**src/rtl/uart_pkg.sv**
```systemverilog
// Shared types and helpers for the parametrised UART receiver.
package uart_pkg;

  typedef enum logic [2:0] {
    IDLE,
    START,
    DATA,
    PARITY,
    STOP
  } state_t;

  localparam int PAR_NONE = 0;
  localparam int PAR_EVEN = 1;
  localparam int PAR_ODD  = 2;

  function automatic int calc_clks_per_bit(input longint freq, input longint baud);
    return int'(freq / baud);
  endfunction

endpackage

```
**src/rtl/uart_rx_sync.sv**
```systemverilog
// N-stage synchronizer for the asynchronous serial line; resets to the idle level (1).
module uart_rx_sync #(
  parameter int STAGES = 2
) (
  input  logic clk,
  input  logic rst,
  input  logic d_i,
  output logic q_o
);

  logic [STAGES-1:0] sync_q;

  always_ff @(posedge clk or posedge rst) begin
    if (rst) begin
      sync_q <= '1;
    end else begin
      sync_q <= {sync_q[STAGES-2:0], d_i};
    end
  end

  assign q_o = sync_q[STAGES-1];

endmodule

```
**src/rtl/uart_rx_param.sv**
```systemverilog
// Parametrised UART receiver with valid/ready output, parity/framing flags and sticky overrun.
// Optional feature: define UART_RX_MAJORITY_EN for 2-of-3 majority sampling around each bit centre.
module uart_rx_param
  import uart_pkg::*;
#(
  parameter int CLOCK_FREQ  = 50000000,
  parameter int BAUD_RATE   = 115200,
  parameter int DATA_BITS   = 8,
  parameter int PARITY_MODE = 0,
  parameter int STOP_BITS   = 1
) (
  input  logic                 clk,
  input  logic                 rst,
  input  logic                 uart_rx,
  output logic [DATA_BITS-1:0] out_data,
  output logic                 out_valid,
  input  logic                 out_ready,
  output logic                 out_parity_err,
  output logic                 out_frame_err,
  output logic                 overrun,
  input  logic                 err_clr,
  output logic                 busy
);

  localparam int CLKS_PER_BIT = calc_clks_per_bit(CLOCK_FREQ, BAUD_RATE);
  localparam int CNT_W        = $clog2(CLKS_PER_BIT + 1);
  localparam int IDX_W        = $clog2(DATA_BITS);

`ifdef UART_RX_MAJORITY_EN
  localparam int DECIDE_LAG = 1;
`else
  localparam int DECIDE_LAG = 0;
`endif

  // START decides at the half-bit point; every later decision is one full bit after the previous one.
  localparam logic [CNT_W-1:0] HALF_T   = CNT_W'(CLKS_PER_BIT / 2 + DECIDE_LAG);
  localparam logic [CNT_W-1:0] FULL_T   = CNT_W'(CLKS_PER_BIT - 1);
  localparam logic [IDX_W-1:0] LAST_IDX = IDX_W'(DATA_BITS - 1);

  if (CLKS_PER_BIT < 8) begin : g_chk_clks
    $error("uart_rx_param: CLOCK_FREQ/BAUD_RATE must be at least 8");
  end
  if (DATA_BITS < 5 || DATA_BITS > 9) begin : g_chk_data
    $error("uart_rx_param: DATA_BITS must be in 5..9");
  end
  if (PARITY_MODE < PAR_NONE || PARITY_MODE > PAR_ODD) begin : g_chk_par
    $error("uart_rx_param: PARITY_MODE must be 0, 1 or 2");
  end
  if (STOP_BITS != 1 && STOP_BITS != 2) begin : g_chk_stop
    $error("uart_rx_param: STOP_BITS must be 1 or 2");
  end

  logic rx_s;

  uart_rx_sync #(
    .STAGES(2)
  ) u_sync (
    .clk(clk),
    .rst(rst),
    .d_i(uart_rx),
    .q_o(rx_s)
  );

  logic bit_s;

`ifdef UART_RX_MAJORITY_EN
  // hist_q[0] is rx_s at the target count, hist_q[1] one cycle earlier; rx_s itself is target+1.
  logic [1:0] hist_q;

  always_ff @(posedge clk or posedge rst) begin
    if (rst) begin
      hist_q <= 2'b11;
    end else begin
      hist_q <= {hist_q[0], rx_s};
    end
  end

  assign bit_s = (hist_q[1] & hist_q[0]) | (hist_q[1] & rx_s) | (hist_q[0] & rx_s);
`else
  assign bit_s = rx_s;
`endif

  state_t               state_q;
  logic [CNT_W-1:0]     cnt_q;
  logic [IDX_W-1:0]     idx_q;
  logic                 stop_idx_q;
  logic [DATA_BITS-1:0] shift_q;
  logic                 perr_q;
  logic                 ferr_q;
  logic [DATA_BITS-1:0] data_q;
  logic                 valid_q;
  logic                 perr_out_q;
  logic                 ferr_out_q;
  logic                 overrun_q;
  logic                 busy_q;

  logic par_exp;
  logic ferr_d;

  assign par_exp = (^shift_q) ^ (PARITY_MODE == PAR_ODD);
  assign ferr_d  = ferr_q | ~bit_s;

  always_ff @(posedge clk or posedge rst) begin
    if (rst) begin
      state_q    <= IDLE;
      cnt_q      <= '0;
      idx_q      <= '0;
      stop_idx_q <= 1'b0;
      shift_q    <= '0;
      perr_q     <= 1'b0;
      ferr_q     <= 1'b0;
      data_q     <= '0;
      valid_q    <= 1'b0;
      perr_out_q <= 1'b0;
      ferr_out_q <= 1'b0;
      overrun_q  <= 1'b0;
      busy_q     <= 1'b0;
    end else begin
      if (valid_q && out_ready) begin
        valid_q <= 1'b0;
      end
      // Cleared first so a same-cycle overrun below takes precedence.
      if (err_clr) begin
        overrun_q <= 1'b0;
      end

      case (state_q)
        IDLE: begin
          if (!rx_s) begin
            state_q <= START;
            cnt_q   <= '0;
            busy_q  <= 1'b1;
          end
        end

        START: begin
          if (cnt_q == HALF_T) begin
            cnt_q <= '0;
            if (bit_s) begin
              state_q <= IDLE;
              busy_q  <= 1'b0;
            end else begin
              state_q    <= DATA;
              idx_q      <= '0;
              stop_idx_q <= 1'b0;
              perr_q     <= 1'b0;
              ferr_q     <= 1'b0;
            end
          end else begin
            cnt_q <= cnt_q + 1'b1;
          end
        end

        DATA: begin
          if (cnt_q == FULL_T) begin
            cnt_q   <= '0;
            shift_q <= {bit_s, shift_q[DATA_BITS-1:1]};
            idx_q   <= idx_q + 1'b1;
            if (idx_q == LAST_IDX) begin
              state_q <= (PARITY_MODE != PAR_NONE) ? PARITY : STOP;
            end
          end else begin
            cnt_q <= cnt_q + 1'b1;
          end
        end

        PARITY: begin
          if (cnt_q == FULL_T) begin
            cnt_q   <= '0;
            perr_q  <= bit_s ^ par_exp;
            state_q <= STOP;
          end else begin
            cnt_q <= cnt_q + 1'b1;
          end
        end

        STOP: begin
          if (cnt_q == FULL_T) begin
            cnt_q  <= '0;
            ferr_q <= ferr_d;
            if (STOP_BITS == 2 && !stop_idx_q) begin
              stop_idx_q <= 1'b1;
            end else begin
              // Back to IDLE at mid-stop so the next start edge is never missed.
              state_q <= IDLE;
              busy_q  <= 1'b0;
              if (!valid_q || out_ready) begin
                data_q     <= shift_q;
                perr_out_q <= perr_q;
                ferr_out_q <= ferr_d;
                valid_q    <= 1'b1;
              end else begin
                overrun_q <= 1'b1;
              end
            end
          end else begin
            cnt_q <= cnt_q + 1'b1;
          end
        end

        default: begin
          state_q <= IDLE;
          busy_q  <= 1'b0;
        end
      endcase
    end
  end

  assign out_data       = data_q;
  assign out_valid      = valid_q;
  assign out_parity_err = perr_out_q;
  assign out_frame_err  = ferr_out_q;
  assign overrun        = overrun_q;
  assign busy           = busy_q;

endmodule

```
**config.mk**
```make
export PLATFORM = sky130hd
export DESIGN_NAME = uart_rx_param
export DESIGN_NICKNAME = d
export VERILOG_FILES = /design/src/rtl/uart_pkg.sv /design/src/rtl/uart_rx_sync.sv /design/src/rtl/uart_rx_param.sv
export SDC_FILE = /design/constraint.sdc
export NUM_CORES = 1
export LEC_CHECK = 0
export ABC_CLOCK_PERIOD_IN_PS = 1780
export CORE_MARGIN = 2
export CORE_UTILIZATION = 40
export DETAILED_ROUTE_END_ITERATION = 16
export MAX_ROUTING_LAYER = met4
export PLACE_DENSITY = 0.6
export SYNTH_ARGS = -nofsm -noshare
export SYNTH_HDL_FRONTEND = slang
export SYNTH_SLANG_ARGS = --single-unit
export TNS_END_PERCENT = 100
```
**constraint.sdc**
```tcl
create_clock -name clk -period 1.78 [get_ports clk]
set_input_delay 0.356 -clock clk [delete_from_list [all_inputs] [get_ports clk]]
set_output_delay 0.356 -clock clk [all_outputs]
set_load 0.03 [all_outputs]
```
==> reports/results.txt, run 1 <==
Number of flops mapped to enable cells by yosys = 0
Clock transition at path regs = 0.09 ns
CTS Buf Count = 5
Design Power = 1725 uW
Maximum achievable frequency = 538.4 MHz
Vias per cell = 5.101
Critical path fanouts, max = 5
Number of synthesized register bits = 40
Cell Area, Placed = 0.002404 mm2
Commonest cells in the netlist = dfrtp_1, nand2_1, o21ai_0
Fin. Hold Viols = 0
Largest net degree at the start of global routing = 41
Final setup violation count = 10
Residual DRC = 0
Class of the most critical setup path = reg2reg
Crit share post-route = 104.4%
Largest delay share family, worst path = simple AND/OR/NAND/NOR gates
Max Slew Vio Count = 0
CTS tree = built
Leak = 0.001215 uW
I/O pins = 18
RSZ-0062 raised after global routing = yes
Critical Path End Type = flip-flop
Max-cap violations = 0
Non-Filler Instances = 286
Layout net count = 227
R2R Path End = out_data[4]
Hold_buf cts = 0
Vias post-DR = 1,459
Asr flop ratio synth = 100.0%
WL/cell = 13.98 um
Syn nets = 184
CP bufs+invs = 2
Dpl hpwl = 2789 um
Syn Area/Cell = 11.42 um2
Grt ovf = 0
Clock Skews = 0.007837 ns
Synth top area share = 47.59%
Layout cells sized above 1 = 30.14%
Die Wd = 74.68 um
Chip Height = 74.68 um
Diodes inserted = 0
Final WL = 3998 um
First-pass GRT wire length = 6658 um
Number of global-route vias before repair = 1,466
Most common cell in the synthesized netlist = dfrtp_1
Final non-filler cell area = 0.002580 mm2
CP cell instances = inv_2, ha_4, and4b_2, nand2_4, or3b_4, buf_6, mux2_4
Root Buffer = clkbuf_8
RR Startpoint = cnt_q[1]
Port bufs = 17
Hold Path Depth = 0
Worst skew pair latency = 0.29 ns
Row count = 25
CP arrival = 2.04 ns
Post-synth top area cell = dfrtp_1
Pwr/cell area = 668.6 mW/mm2
Htree depth = 2
Req. time, crit path = 1.96 ns
Peak supply drop = 0.0002987 V
Setup slack, reg-to-reg = -0.08 ns
GP Congestion = 0.8985
Violated checks = negative setup slack
Tot GR Track Use = 16.10%
Levels on crit path = 7
Seq/Total Area, Yosys = 50.22%
Min-Delay Path Class = reg2reg
Clk sinks = 40
Die area = 0.005577 mm2
CTS max path bufs = 2
Least-Margin Pin Slew = 0.3744 ns
Antenna-violating nets left = 0
Yosys warns = 0
Synth area leaders = dfrtp_1, mux2_4, mux2_2
Final Util = 53.91%
Slowest CP cell = dfrtp_1
Count of cell types in the netlist = 42
Largest stage delay, worst path = 0.40 ns
Hold Crit Start = u_sync.sync_q[0]
P&R area growth vs syn = 29.12%
Outcome = finished with violations
Worst-case reg-to-reg path depth = 7
Fin crit period = 1.857 ns
Post-Synthesis Cells = 175
CP Launch Type = flip-flop
Relative slew slack = 74.69%
Placed insts = 276
Initial antenna violation count = 0
Drt first pass iters = 5
Mapped Area = 0.001998 mm2
Initial Util = 41.75%
Hold endpoint = u_sync.sync_q[1]
Most used flip-flop cell after synthesis = dfrtp_1
Setup ws final = -0.07749 ns
Core footprint = 0.004786 mm2
Iter 0 DRT Violations = 69
[per-layer routing]
layer	wire length, um	vias up	global-route usage, %
met5	0	-	-
met4	35	0	4.762
met2	1851	29	25.07
met3	136	5	3.614
met1	1974	714	21.14
li1	-	711	-
[final cells by class]
class	count	area (um2)
Sequential cell	40	1003
Tap cell	67	83.83
Fill cell	396	2206
Inverter	5	18.77
Timing Repair Buffer	43	391.6
Clock buffer	5	68.82
Clock inverter	3	46.29
Multi-Input combinational cell	123	967.2
[layout by cell type (no fill, tap or decap), types with 2 or more instances in the layout]
cell	instances
a21o_1	2
a21oi_1	2
a22o_1	2
buf_4	22
buf_6	3
clkbuf_8	5
clkdlybuf4s50_1	16
dfrtp_1	38
dfstp_2	2
ha_1	3
inv_1	4
mux2_2	9
mux2_4	10
nand2_1	15
nand2b_1	5
nand3_1	4
nor2_1	6
nor2b_1	4
nor3_1	7
nor3b_1	2
o211ai_1	4
o21ai_0	12
o21ai_1	2
o22ai_1	2
or2_2	2
xnor2_1	7
[cells by family after synthesis]
| logic type | after synthesis | share of synthesized area (%) |
|---|---|---|
| adders and majority gates | 4 | 2.505 |
| DFF | 40 | 50.22 |
| buffers and inverters | 12 | 3.006 |
| and+or+nand+nor | 56 | 15.53 |
| xor gates and xnor gates | 8 | 4.195 |
| muxes | 20 | 13.09 |
| AOI/OAI and AO/OA | 35 | 11.46 |
[metrics by stage]
step,hold WS [ns],TNS (ns),worst slack (ns)
global placement,0.3502,-1.334,-0.1342
floorplan,0.3452,-0.9908,-0.09908
finish,0.3619,-0.6898,-0.07749
detailed placement,0.3488,-1.414,-0.1486
global route,0.3678,-1.228,-0.1314
CTS,0.3649,-1.059,-0.1160
[report_power, final]
group	internal (uW)	switching (uW)	leakage [uW]	total [uW]
logic	20.4	22.8	0.000628	43.3
registers	912	3.82	0.000532	916
clock network	423	343	0.0000548	766
[state kept, by name, summed over array words and instances (netlist names)]
signal / flops
out_valid: 1
out_parity_err: 1
out_data: 8
idx_q: 3
out_frame_err: 1
shift_q: 8
state_q: 3
cnt_q: 9
overrun: 1
perr_q: 1
u_sync.sync_q: 2
ferr_q: 1
busy: 1
[what timing repair did]
action	in CTS	in global routing
hold endpoints to repair	0	0
setup buffers	0	1
pin swaps	0	2
endpoints found under the setup margin	10	31
resized for setup	2	14
cloned	0	1
[worst max-delay path by stage]
| stage | endpoint | startpoint |
|---|---|---|
| 3_5_place_dp | out_data[4] | cnt_q[1] |
| 3_3_place_gp | out_data[4] | out_ready |
| 5_1_grt | out_data[4] | cnt_q[1] |
| 4_1_cts | out_data[4] | cnt_q[1] |
| 6_report | out_data[4] | cnt_q[1] |
| 2_1_floorplan | out_data[0] | cnt_q[1] |
Note: power is estimated with default switching activity, not from simulation.
==> run 2: changes to the inputs <==
--- a/config.mk
+++ b/config.mk
@@ -5,12 +5,13 @@
 export SDC_FILE = /design/constraint.sdc
 export NUM_CORES = 1
 export LEC_CHECK = 0
-export ABC_CLOCK_PERIOD_IN_PS = 1780
+export ABC_CLOCK_PERIOD_IN_PS = 1840
 export CORE_MARGIN = 2
 export CORE_UTILIZATION = 40
 export DETAILED_ROUTE_END_ITERATION = 16
 export MAX_ROUTING_LAYER = met4
-export PLACE_DENSITY = 0.6
+export PLACE_DENSITY = 0.58
+export SLEW_MARGIN = 5
 export SYNTH_ARGS = -nofsm -noshare
 export SYNTH_HDL_FRONTEND = slang
 export SYNTH_SLANG_ARGS = --single-unit
==> constraint.sdc (replaced) <==
create_clock -name clk -period 1.84 [get_ports clk]
set_input_delay 0.368 -clock clk [delete_from_list [all_inputs] [get_ports clk]]
set_output_delay 0.368 -clock clk [all_outputs]
set_load 0.03 [all_outputs]
==> reports/results.txt, run 2 (same netlist as run 1, synthesis figures left out) <==
Outcome = finished with violations
Violated checks = negative setup slack
Fin. Hold Viols = 0 (unchanged)
Most common cell after layout, fill and taps aside = dfrtp_1
Vias post-DR = 1,490 (+2.1%)
Leak = 0.001219 uW (+0.30%)
CP bufs+invs = 2 (unchanged)
Initial antenna violation count = 0 (unchanged)
Class of the most critical setup path = reg2reg
Hold endpoint = u_sync.sync_q[1]
Max Slew Vio Count = 0 (unchanged)
CTS max path bufs = 2 (unchanged)
WL met2 = 2026 um (+9.5%)
Largest stage delay, worst path = 0.39 ns (about the same)
Min-Delay Path Class = reg2reg
Layout net count = 232 (+2.2%)
Hold Path Depth = 0 (unchanged)
Max-cap violations = 0 (unchanged)
Critical Path End Type = flip-flop
Largest delay share family, worst path = simple AND/OR/NAND/NOR gates
Top Layer Used = met4
R2R Path End = out_data[5]
Chip Height = 74.68 um (unchanged)
Dpl hpwl = 2857 um (+2.5%)
Tot GR Track Use = 17.03% (+0.93 points)
Worst skew pair latency = 0.30 ns (about the same)
Number of global-route vias before repair = 1,477 (+0.75%)
Hold Crit Start = u_sync.sync_q[0]
Die area = 0.005577 mm2 (unchanged)
Fin crit period = 1.854 ns (-0.003526 ns)
Worst-case reg-to-reg path depth = 7 (unchanged)
Clk sinks = 40 (unchanged)
Design Power = 1667 uW (-3.4%)
RSZ-0062 raised after global routing = yes
Core footprint = 0.004786 mm2 (unchanged)
Final setup violation count = 5 (-5)
Root Buffer = clkbuf_8
CP cell instances = inv_2, ha_4, and4b_2, nand2_4, or3b_4, buf_6, mux2_4
Initial Util = 41.75% (unchanged)
Drt first pass iters = 4 (-1)
Grt ovf = 0 (unchanged)
Row count = 25 (unchanged)
WL/cell = 14.18 um (+1.5%)
CP arrival = 2.04 ns (about the same)
Pwr/cell area = 642.1 mW/mm2 (-4.0%)
Antenna-violating nets left = 0 (unchanged)
GP Congestion = 0.8993 (about the same)
Final WL = 4127 um (+3.2%)
Relative slew slack = 73.27% (-1.4 points)
Max FFs per register = 9 (unchanged)
Wire length on met1 = 1904 um (-3.5%)
RR Startpoint = cnt_q[1]
Slowest CP cell = dfrtp_1
Die Wd = 74.68 um (unchanged)
Layout cells sized above 1 = 30.36% (+0.22 points)
Hold Slack = 0.3582 ns (-0.003675 ns)
Htree depth = 2 (unchanged)
CTS Buf Count = 5 (unchanged)
Met3 WL = 112 um (-18%)
Hold_buf cts = 0 (unchanged)
CP Launch Type = flip-flop
Setup ws final = -0.01396 ns (+0.06353 ns)
Maximum achievable frequency = 539.4 MHz (+0.19%)
Vias per cell = 5.120 (+0.37%)
Peak supply drop = 0.0002705 V (-9.4%)
P&R area growth vs syn = 29.93%
Residual DRC = 0 (unchanged)
Largest net degree at the start of global routing = 41 (unchanged)
Crit share post-route = 100.8% (-3.6 points)
Req. time, crit path = 2.02 ns (+0.06 ns)
First-pass GRT wire length = 6955 um (+4.5%)
Iter 0 DRT Violations = 87 (+26%)
Biggest register = cnt_q
Critical path fanouts, max = 5 (unchanged)
Most frequent cells in the layout = dfrtp_1, buf_4, clkdlybuf4s50_1, nand2_1, o21ai_0
Least-Margin Pin Slew = 0.3955 ns (+0.02110 ns)
I/O pins = 18 (unchanged)
Clock transition at path regs = 0.08 ns (about the same)
CTS tree = built
Diodes inserted = 0 (unchanged)
Port bufs = 17 (unchanged)
Setup slack, reg-to-reg = -0.01 ns (+0.06 ns)
Clock Skews = 0.01027 ns (+0.002430 ns)
[run 2: what timing repair did]
item / CTS / global route
pin swaps: 2 / 3
gates resized for setup: 8 / 0
gates cloned: 1 / 0
setup endpoints to repair: 11 / 16
setup buffers: 2 / 2
[run 2: how the worst max path moves through the flow]
stage / from / to / slack (ns) / cells after the start
floorplan: cnt_q[1] / out_data[0] / -0.04 / 8
global placement: out_ready / out_data[4] / -0.07 / 5
detailed placement: out_ready / out_data[3] / -0.09 / 5
CTS: cnt_q[1] / out_data[5] / -0.04 / 7
global route: cnt_q[1] / out_data[5] / -0.06 / 7
finish: cnt_q[1] / out_data[5] / -0.01 / 7
[run 2: area by class of cell]
type,instances,area [um2]
clock inverter,3,47.55
sequential,40,1003
clock buffer,5,68.82
inverter,5,18.77
multi-input combinational,123,950.9
fill,413,2190
timing repair buffer,48,422.9
tap,67,83.83
[run 2: power by group]
part	leakage, uW	internal [uW]	switching, uW
Clock	0.0000583	409	331
Combinational	0.000628	19.4	22.1
Sequential	0.000532	882	3.65
[run 2: per-stage QoR]
stage	instance area [um2]	setup slack [ns]	instances	util (%)	TNS [ns]
floorplan	1998	-0.03908	175	-	-0.3908
global placement	2419	-0.07248	278	50.54	-0.7146
detailed placement	2419	-0.08621	278	50.54	-0.8009
CTS	2581	-0.04162	289	53.93	-0.2108
global route	2596	-0.06166	291	54.25	-0.3897
finish	2596	-0.01396	291	54.25	-0.03203
[run 2: metal layers]
layer,vias up,global-route usage (%)
li1,719,-
met2,28,26.25
met5,-,-
met3,9,3.079
met1,734,22.19
met4,0,7.143
==> run 3: changes to the inputs <==
--- a/config.mk
+++ b/config.mk
@@ -6,6 +6,7 @@
 export NUM_CORES = 1
 export LEC_CHECK = 0
 export ABC_CLOCK_PERIOD_IN_PS = 1840
+export CAP_MARGIN = 15
 export CORE_MARGIN = 2
 export CORE_UTILIZATION = 40
 export DETAILED_ROUTE_END_ITERATION = 16
==> results of run 3 <==
No change in the layout: final DEF, timing and power equal those of run 2.
